===== src/rtl/gat_pkg.sv =====
// Shared types and constants for the GAT two-layer sequencer.
// Holds the state encoding, the SWITCH_GAP bounds and the gap-load helper.
package gat_pkg;

  typedef enum logic [2:0] {
    ST_IDLE  = 3'd0,
    ST_CONV1 = 3'd1,
    ST_GAP   = 3'd2,
    ST_CONV2 = 3'd3,
    ST_DONE  = 3'd4
  } gat_state_e;

  localparam int unsigned GAP_MIN   = 1;
  localparam int unsigned GAP_MAX   = 15;
  localparam int unsigned GAP_CNT_W = 4;

  // Gap counter preload; an out-of-range gap is clamped into bounds.
  function automatic logic [GAP_CNT_W-1:0] gap_load(
    input int unsigned gap
  );
    int unsigned g;
    g = gap;
    if (g < GAP_MIN) g = GAP_MIN;
    if (g > GAP_MAX) g = GAP_MAX;
    return GAP_CNT_W'(g - 1);
  endfunction

endpackage


===== src/rtl/gat_sat_counter.sv =====
// Saturating up-counter with synchronous clear (clear wins over enable).
// Holds at all-ones until cleared.
module gat_sat_counter #(
  parameter int unsigned W = 32
) (
  input  logic         clk,
  input  logic         rst_n,
  input  logic         clr_i,
  input  logic         en_i,
  output logic [W-1:0] cnt_o
);

  logic [W-1:0] cnt_q, cnt_d;

  always_comb begin
    cnt_d = cnt_q;
    if (clr_i) begin
      cnt_d = '0;
    end else if (en_i && (cnt_q != {W{1'b1}})) begin
      cnt_d = cnt_q + W'(1);
    end
  end

  always_ff @(posedge clk or negedge rst_n) begin
    if (!rst_n) cnt_q <= '0;
    else        cnt_q <= cnt_d;
  end

  assign cnt_o = cnt_q;

endmodule


===== src/rtl/gat_layer_sequencer.sv =====
// Sequences conv1 -> gap -> conv2 for one GAT inference run.
// Optional per-layer cycle counters: define GAT_SEQ_PERF_CNT_EN.
module gat_layer_sequencer
  import gat_pkg::*;
#(
  parameter int unsigned SWITCH_GAP = 4,
  parameter int unsigned CNT_WIDTH  = 32
) (
  input  logic                 clk,
  input  logic                 rst_n,
  input  logic                 h_data_bram_load_done,
  input  logic                 h_node_info_bram_load_done,
  input  logic                 wgt_bram_load_done,
  input  logic                 gat_start,
  input  logic                 gat_clr,
  input  logic                 conv1_done,
  input  logic                 conv2_done,
  output logic                 gat_layer,
  output logic                 conv1_start,
  output logic                 conv2_start,
  output logic                 gat_busy,
  output logic                 gat_done,
  output logic [2:0]           gat_state,
  output logic [CNT_WIDTH-1:0] conv1_cycles,
  output logic [CNT_WIDTH-1:0] conv2_cycles
);

  localparam logic [GAP_CNT_W-1:0] GapLoad = gap_load(SWITCH_GAP);

  gat_state_e           state_q, state_d;
  logic [2:0]           flags_q, flags_d;
  logic [2:0]           loads;
  logic [GAP_CNT_W-1:0] gap_q, gap_d;
  logic                 layer_q, layer_d;
  logic                 c1s_q, c1s_d;
  logic                 c2s_q, c2s_d;
  logic                 clr_flags;

  assign loads = {wgt_bram_load_done,
                  h_node_info_bram_load_done,
                  h_data_bram_load_done};

  // A load pulse in the start cycle itself counts toward the start.
  always_comb begin
    state_d   = state_q;
    gap_d     = gap_q;
    layer_d   = layer_q;
    clr_flags = 1'b0;
    unique case (state_q)
      ST_IDLE: begin
        if (gat_start && (&(flags_q | loads))) state_d = ST_CONV1;
      end
      ST_CONV1: begin
        if (conv1_done && !c1s_q) begin
          state_d = ST_GAP;
          gap_d   = GapLoad;
          layer_d = 1'b1;
        end
      end
      ST_GAP: begin
        if (gap_q == '0) state_d = ST_CONV2;
        else             gap_d   = gap_q - GAP_CNT_W'(1);
      end
      ST_CONV2: begin
        if (conv2_done && !c2s_q) state_d = ST_DONE;
      end
      ST_DONE: begin
        if (gat_clr) begin
          state_d   = ST_IDLE;
          layer_d   = 1'b0;
          clr_flags = 1'b1;
        end
      end
      default: state_d = ST_IDLE;
    endcase
    flags_d = (clr_flags ? 3'b000 : flags_q) | loads;
    c1s_d   = (state_q == ST_IDLE) && (state_d == ST_CONV1);
    c2s_d   = (state_q == ST_GAP) && (state_d == ST_CONV2);
  end

  always_ff @(posedge clk or negedge rst_n) begin
    if (!rst_n) begin
      state_q <= ST_IDLE;
      flags_q <= '0;
      gap_q   <= '0;
      layer_q <= 1'b0;
      c1s_q   <= 1'b0;
      c2s_q   <= 1'b0;
    end else begin
      state_q <= state_d;
      flags_q <= flags_d;
      gap_q   <= gap_d;
      layer_q <= layer_d;
      c1s_q   <= c1s_d;
      c2s_q   <= c2s_d;
    end
  end

  assign gat_layer   = layer_q;
  assign conv1_start = c1s_q;
  assign conv2_start = c2s_q;
  assign gat_state   = state_q;
  assign gat_done    = (state_q == ST_DONE);
  assign gat_busy    = (state_q == ST_CONV1) ||
                       (state_q == ST_GAP) ||
                       (state_q == ST_CONV2);

`ifdef GAT_SEQ_PERF_CNT_EN
  // Cleared in the start cycle, so a layer done N cycles later reads N.
  gat_sat_counter #(
    .W(CNT_WIDTH)
  ) u_conv1_cnt (
    .clk  (clk),
    .rst_n(rst_n),
    .clr_i(c1s_q),
    .en_i (state_q == ST_CONV1),
    .cnt_o(conv1_cycles)
  );

  gat_sat_counter #(
    .W(CNT_WIDTH)
  ) u_conv2_cnt (
    .clk  (clk),
    .rst_n(rst_n),
    .clr_i(c2s_q),
    .en_i (state_q == ST_CONV2),
    .cnt_o(conv2_cycles)
  );
`else
  assign conv1_cycles = '0;
  assign conv2_cycles = '0;
`endif

endmodule


===== config.mk =====
export PLATFORM = sky130hd
export DESIGN_NAME = gat_layer_sequencer
export DESIGN_NICKNAME = d
export VERILOG_FILES = /design/src/rtl/gat_pkg.sv /design/src/rtl/gat_sat_counter.sv /design/src/rtl/gat_layer_sequencer.sv
export SDC_FILE = /design/constraint.sdc
export NUM_CORES = 1
export LEC_CHECK = 0
export BUFFER_PORTS_ARGS = -buffer_cell sky130_fd_sc_hd__buf_2
export CAP_MARGIN = 20
export CORE_MARGIN = 2
export CORE_UTILIZATION = 35
export DETAILED_ROUTE_END_ITERATION = 6
export MAX_ROUTING_LAYER = met4
export PLACE_DENSITY_LB_ADDON = 0.05
export SYNTH_ARGS = -nofsm -noshare
export SYNTH_HDL_FRONTEND = slang
export SYNTH_SLANG_ARGS = --single-unit

===== constraint.sdc =====
create_clock -name clk -period 1.75 [get_ports clk]
set_input_delay 0.175 -clock clk [delete_from_list [all_inputs] [get_ports clk]]
set_output_delay 0.175 -clock clk [all_outputs]
set_load 0.01 [all_outputs]

# --- Word level (Yosys, flattened, before mapping) ---
# Index checks and enable logic that the tools add are counted.
classes:
  add_sub_neg: 1
  n_eq_ne: 9
  n_mux: 15
  n_bitwise: 2
  reduce_logical: 16
op_table:
  columns: ["cell", "count"]
  rows:
  - ["3-bit 2-to-1 mux", 6]
  - ["3-bit one-hot mux with 5 select lines", 1]
  - ["3-bit by 2-bit equality test with 1-bit output (second input constant)", 3]
  - ["3-bit AND reduction", 3]
  - ["4-bit 2-to-1 mux", 2]
  - ["4-bit one-hot mux with 2 select lines", 1]
  - ["3-bit by 1-bit equality test with 1-bit output (second input constant)", 2]
  - ["2-bit != test (second input constant)", 3]
  - ["3-bit OR", 2]
  - ["1-bit logical AND", 5]
  - ["4-bit zero test", 1]
  - ["1-bit 2-to-1 mux", 4]
  - ["2-bit nonzero test", 2]
  - ["4-bit by 1-bit subtractor with 4-bit output (second input constant)", 1]
  - ["3-bit equality test (second input constant)", 1]
  - ["3-bit zero test", 1]
  - ["1-bit zero test", 2]
  - ["1-bit logical OR", 2]
  - ["1-bit one-hot mux with 2 select lines", 1]
word_totals:
  reg_bits: 13
  in_bits: 9
  output_inout_bits: 72

# --- Depth between registers and ports, before layout ---
# Gate-level depths: netlist of run 1.
logic_depth:
  depth_word: 7
  depth_mapped: 5

# --- Least setup slack after synthesis of run 1 ---
# No wires, ideal clock.
synth_timing:
  kind: "register -> register"
  start: "register state_q[1] (netlist: gat_state[1])"
  end: "register state_q[0] (netlist: gat_state[0])"
  setup_ns: 0.136
  t_arrival_ns: 1.372
  t_required_ns: 1.614
  path_slack_ns: 0.242
  path_stages_with_launch: 4
  path_buffers: 0
  period_less_slack_ns: 1.508
  cell_sequence: "dfrtp_1 nor3b_1 a32o_1 or3b_2"
synth_between:
  elab_chain_len: 2
  elab_cells_between_ends: 6
synth_rtl:
  columns: ["element", "line", "rtl"]
  rows:
  - ["start: declaration", "gat_layer_sequencer.sv:30", "gat_state_e state_q, state_d;"]
  - ["start signal: assignment", "gat_layer_sequencer.sv:90", "state_q <= state_d;"]
  - ["3-bit equality test, or another cell as far along", "gat_layer_sequencer.sv:49", "unique case (state_q)"]
  - ["3-bit one-hot mux with 5 select lines *", "gat_layer_sequencer.sv:49", null]
  - ["named net state_d[0]", "gat_layer_sequencer.sv:30", null]
# The timed path passes the listed nets; every way through them passes the cells marked *.
# A chain may end at the register's enable or synchronous reset.

# --- Worst setup path after layout of run 1 ---
# Ends and elaborated chain as after synthesis.

==> results.sh, run 1 <==
export IMPL_final_nets=160
export IMPL_track_usage_pct=8.90
export IMPL_status="completed"
export IMPL_dieArea_um2=3630
export IMPL_finalHoldViolCount=0
export IMPL_grt_pass1_vias=554
export IMPL_antenna_found_initial=0
export IMPL_stdcell_count=192
export IMPL_skew_ps=4.47
export IMPL_drt_iter0_drc=21
export IMPL_powerDensity_nw_per_um2=1150
export IMPL_cts_num_sinks=13
export IMPL_num_io_pins=81
export IMPL_start_util_pct=36.6
export IMPL_path_clk_slew_ps=80
export IMPL_ant_nets=0
export IMPL_syn_inst=128
export IMPL_cts_tree="done"
export IMPL_io_buffer_count=16
export IMPL_grt_max_degree=14
export IMPL_min_path_type="in -> reg"
export IMPL_cap_viol_max_count=0
export IMPL_dieHeight_um=60.3
export IMPL_cts_repair_resized=0
export IMPL_dpl_hpwl_mm=1.39
export IMPL_area_growth_pct=-6.55
export IMPL_cp_max_fo=8
export IMPL_netlist_cell_type_count=25
export IMPL_tns_ps=0
export IMPL_rsz0062_at_grt="false"
export IMPL_place_area_um2=1000
export IMPL_syn_cell_area_um2=1110
export IMPL_clock_latency_ps=270
export IMPL_die_x_um=60.3
export IMPL_cp_top_family="simple AND/OR/NAND/NOR gates"
export IMPL_grt_first_pass_wirelength_mm=2.35
export IMPL_yosys_area_top_type="buf_4"
export IMPL_cp_required_ps=1900
export IMPL_core_um2=3030
export IMPL_fill_cells=314
export IMPL_crit_buf_inv=0
export IMPL_place_congestion=0.854
export IMPL_avgSynthCellArea_um2=8.66
export IMPL_wl_mm=1.65
export IMPL_final_cell_mix="conb_1 (64), buf_2 (16), dfrtp_1 (13), nand3_1 (7)"
export IMPL_arrival_ps=1700
export IMPL_drive_above_1_share_pct=13.5
export IMPL_slowest_delay_ps=470
export IMPL_fin_crit_ps=1540
export IMPL_dpl_cell_count=187
export IMPL_finalSetupViolCount=0
export IMPL_peakVddDrop_v=0.000412
export IMPL_post_place_ws_ps=229
export IMPL_critPathKind="reg -> reg"
export IMPL_grt_overflow_total=0
export IMPL_drt_pass1_iterations=5
export IMPL_final_period_utilization_pct=88.3
export IMPL_avgViaCountPerCell=3.69
export IMPL_finalInstanceArea_um2=1040
export IMPL_cts_inserted_buffers=3
export IMPL_fmax_ghz=0.647
export IMPL_cts_max_path_buffers=2
export IMPL_vias=708
export IMPL_clock_root_buffer="clkbuf_4"
export IMPL_yosysWarnings=0
export IMPL_endpoint_kind="flip-flop"
export IMPL_ys_ff_latch=13
export IMPL_crit_slowest_cell="or3b_2"
export IMPL_htree_levels=1
export IMPL_mostFrequentLayoutCell="conb_1"
export IMPL_wire_per_inst_um=8.59
export IMPL_leakage_nw=0.584
export IMPL_netlist_top_cells_area="buf_4 (43%), dfrtp_1 (29%), nand3_1 (3.2%)"
export IMPL_fin_util_pct=34.2
export IMPL_setup_ws_ps=205
export IMPL_netlist_area_leader_share_pct=43.3
export IMPL_antennaDiodeCount=0
export IMPL_slew_viol_final=0
export IMPL_path_cells="nor3b_1 > a32o_1 > or3b_2"
export IMPL_fp_row_count=20
export IMPL_drc_errors=0
export IMPL_ys_seq_area_share_pct=29.3
export IMPL_start_kind="flip-flop"
-- kinds of logic (layout without fill, tap and decap cells) --
family | count (synthesis) | in the layout | share of synthesized area [%]
AOI/OAI and AO/OA | 12 | 12 | 7.56
xor gates and xnor gates | 1 | 1 | 0.790
adders and majority gates | 2 | 2 | 2.26
buffers and inverters | 68 | 25 | 44.7
DFF | 13 | 13 | 29.3
other | 1 | 64 | 0.338
and+or+nand+nor | 31 | 31 | 15.0
-- layer usage --
layer | part of all wire (%) | vias to the layer above | GRT usage, %
li1 | - | 335 | -
met5 | 0 | - | -
met4 | 0 | 0 | 2.86
met2 | 52 | 40 | 15.1
met1 | 39 | 333 | 10.4
met3 | 8.4 | 0 | 1.95
-- through the flow --
step,hold slack [ps],power (W)
final,80.0,0.00119
after global routing,79.0,0.00130
after CTS,70.0,0.00120
after detailed placement,83.6,0.00100
after global placement,94.8,0.00101
after floorplan,-121,0.000956
-- final cells by class --
class                   instances  area (um^2)  share of cell area (%)
clock buffers                   4         26.3                    2.54
multi-input cells             110          524                    50.6
well taps                      44         55.1                    5.31
repair buffers                 17         90.1                    8.70
flip-flops and latches         13          325                    31.4
inverters                       4         15.0                    1.45
-- registers in the layout (all words and copies together) (netlist names) --
name / flops
flags_q: 3
gap_q: 4
gat_state: 3
conv1_start: 1
conv2_start: 1
gat_layer: 1
-- cells in the mapped netlist --
| master | number |
|---|---|
| and3_1 | 1 |
| o211ai_1 | 2 |
| nor2_1 | 5 |
| a32oi_1 | 1 |
| or4_1 | 2 |
| a21oi_1 | 2 |
| nand2b_1 | 3 |
| or3b_2 | 1 |
| o21ai_0 | 1 |
| a21o_1 | 3 |
| dfrtp_1 | 13 |
| ha_1 | 2 |
| inv_1 | 4 |
| o22ai_1 | 2 |
| a32o_1 | 1 |
| and2_1 | 1 |
| nand2_1 | 5 |
| nand3_1 | 7 |
| nand4_1 | 1 |
| nor3_1 | 2 |
| xor2_1 | 1 |
| conb_1 | 1 |
| nor3b_1 | 2 |
| nand3b_1 | 1 |
| buf_4 | 64 |
-- repair_timing --
item | in CTS | in global routing
buffers inserted | 0 | 0
endpoints found under the hold margin | 13 | 0
hold buffers | 1 | 0
-- power by group --
group	switching [W]	total (W)	internal (W)	leakage (nW)
registers	0.0000863	0.000474	0.000388	0.150
logic	0.000330	0.000525	0.000195	0.419
clock network	0.0000989	0.000187	0.0000882	0.0150
-- final timing paths --
kind                              start            to  slack, ps  cells after the start
max in group asynchronous         rst_n      gap_q[3]       1200                      2
min in group asynchronous         rst_n    flags_q[2]        310                      2
min                             gat_clr  gat_state[2]         80                      2
min reg2reg                  flags_q[1]    flags_q[1]        480                      1
max reg2reg                gat_state[1]  gat_state[0]        210                      3
max                        gat_state[1]  gat_state[0]        210                      3
Power figures use the tool's default switching activity.
==> inputs of run 2 (changes only) <==
Settings changed: CORE_UTILIZATION 35 to 31, HOLD_SLACK_MARGIN set to 0.05.
==> run 2 against run 1 <==
Effect of this change: register-to-register slack barely moved; core utilization fell by 3.4 points; combinational power rose by 1%; count of clock-buffer cells in the layout fell by 1; design area rose by 0.85%; first-iteration DRC count fell by 90%; hold slack improved by 11 ps; clock power barely moved; non-clock buffer count did not move; fmax fell by 0.79%.
==> results.sh, run 2 (synthesized netlist as in run 1, its figures left out) <==
export IMPL_status="completed"
export IMPL_peakVddDrop_v=0.000419
export IMPL_cp_required_ps=1900
export IMPL_tns_ps=0
export IMPL_hold_depth=2
export IMPL_cp_max_fo=8
export IMPL_p_sw_w=0.000530
export IMPL_critPathKind="reg -> reg"
export IMPL_avgViaCountPerCell=3.58
export IMPL_switching_share_pct=44.1
export IMPL_grt_max_degree=14
export IMPL_slowest_delay_ps=470
export IMPL_num_io_pins=81
export IMPL_fp_row_count=21
export IMPL_dieArea_um2=4070
export IMPL_grt_pass1_vias=559
export IMPL_antennaDiodeCount=0
export IMPL_cap_viol_max_count=0
export IMPL_cts_tree="done"
export IMPL_endpoint_kind="flip-flop"
export IMPL_core_um2=3390
export IMPL_clock_root_buffer="clkbuf_4"
export IMPL_ant_nets=0
export IMPL_track_usage_pct=8.52
export IMPL_r2r_cells=3
export IMPL_rsz0062_at_grt="false"
export IMPL_grt_overflow_total=0
export IMPL_cts_inserted_buffers=3
export IMPL_finalSetupViolCount=0
export IMPL_final_cell_mix="conb_1 (64), buf_2 (16), dfrtp_1 (13), nand3_1 (7)"
export IMPL_setup_ws_ps=193
export IMPL_powerDensity_nw_per_um2=1150
export IMPL_dieHeight_um=63.8
export IMPL_post_place_ws_ps=215
export IMPL_htree_levels=1
export IMPL_start_util_pct=32.7
export IMPL_clock_latency_ps=270
export IMPL_p_clk_share_pct=15.6
export IMPL_vias=695
export IMPL_place_congestion=0.760
export IMPL_dpl_cell_count=189
export IMPL_fin_crit_ps=1560
export IMPL_cp_top_family="simple AND/OR/NAND/NOR gates"
export IMPL_finalInstanceArea_um2=1040
export IMPL_drt_iter0_drc=2
export IMPL_die_x_um=63.8
export IMPL_combPwrFrac_pct=44.2
export IMPL_drc_errors=0
export IMPL_seqPwrFrac_pct=40.2
export IMPL_drt_pass1_iterations=4
export IMPL_skew_ps=1.60
export IMPL_grt_first_pass_wirelength_mm=2.59
export IMPL_cp_num_cells=3
export IMPL_mostFrequentLayoutCell="conb_1"
export IMPL_whs_ps=91.1
export IMPL_finalHoldViolCount=0
export IMPL_path_clk_slew_ps=80
export IMPL_stdcell_count=194
export IMPL_wl_mm=1.72
export IMPL_final_period_utilization_pct=89.0
export IMPL_cts_num_sinks=13
export IMPL_largest_reg_flops=4
export IMPL_dpl_hpwl_mm=1.45
export IMPL_leakage_nw=0.590
export IMPL_slew_viol_final=0
export IMPL_min_path_type="in -> reg"
export IMPL_fmax_ghz=0.642
export IMPL_regMostFlops="gap_q"
export IMPL_cts_max_path_buffers=2
export IMPL_crit_buf_inv=0
export IMPL_io_buffer_count=16
export IMPL_area_growth_pct=-5.76
export IMPL_path_cells="nor3b_1 > a32o_1 > or3b_2"
export IMPL_wire_per_inst_um=8.85
export IMPL_place_area_um2=1000
export IMPL_start_kind="flip-flop"
export IMPL_antenna_found_initial=0
export IMPL_final_nets=160
export IMPL_crit_slowest_cell="dfrtp_1"
export IMPL_drive_above_1_share_pct=14.9
export IMPL_internal_power_w=0.000671
export IMPL_arrival_ps=1710
## run 2: final cells by class
type,instances,area (um^2)
Sequential cell,13,325
Fill cell,369,2340
Clock buffer,3,22.5
Multi-Input combinational cell,110,529
Tap cell,46,57.6
Clock inverter,1,5.00
Timing Repair Buffer,17,90.1
Inverter,4,15.0
## run 2: power by group through the flow
stage | logic, W | registers [W] | clock network (W)
finish | 0.000531 | 0.000483 | 0.000187
global route | 0.000606 | 0.000495 | 0.000216
CTS | 0.000534 | 0.000479 | 0.000203
detailed placement | 0.000532 | 0.000483 | 0
global placement | 0.000535 | 0.000482 | 0
floorplan | 0.000471 | 0.000485 | 0
## run 2: worst paths after layout
path	startpoint	endpoint	slack (ps)
hold reg to reg	gat_layer	gat_layer	480
setup / recovery	gat_state[1]	gat_state[0]	190
hold / removal	h_node_info_bram_load_done	flags_q[1]	90
min in group asynchronous	rst_n	gat_state[1]	310
max in group asynchronous	rst_n	conv1_start	1200
setup reg to reg	gat_state[1]	gat_state[0]	190
## run 2: worst register-to-register path: stages (launching register included)
cell and delay, ps:
dfrtp_1 470, nor3b_1 200, a32o_1 300, or3b_2 460
## run 2: through the flow
stage	total power, W	utilization (%)
finish	0.00120	30.8
global route	0.00132	30.8
CTS	0.00122	30.7
detailed placement	0.00101	29.6
global placement	0.00102	29.6
floorplan	0.000956	-
## run 2: per-layer routing
| metal | up-vias | global-route usage (%) | share of wire (%) |
|---|---|---|---|
| li1 | 333 | - | - |
| met1 | 316 | 10.6 | 43 |
| met2 | 44 | 13.2 | 49 |
| met3 | 2 | 3.35 | 8.0 |
| met4 | 0 | 1.63 | 0.29 |
| met5 | - | - | 0 |
## run 2: repair_timing
item	in CTS	in global routing
endpoints found under the hold margin	13	0
setup buffers	0	0
gates resized for setup	0	1
hold buffers	1	0
setup endpoints to repair	0	1
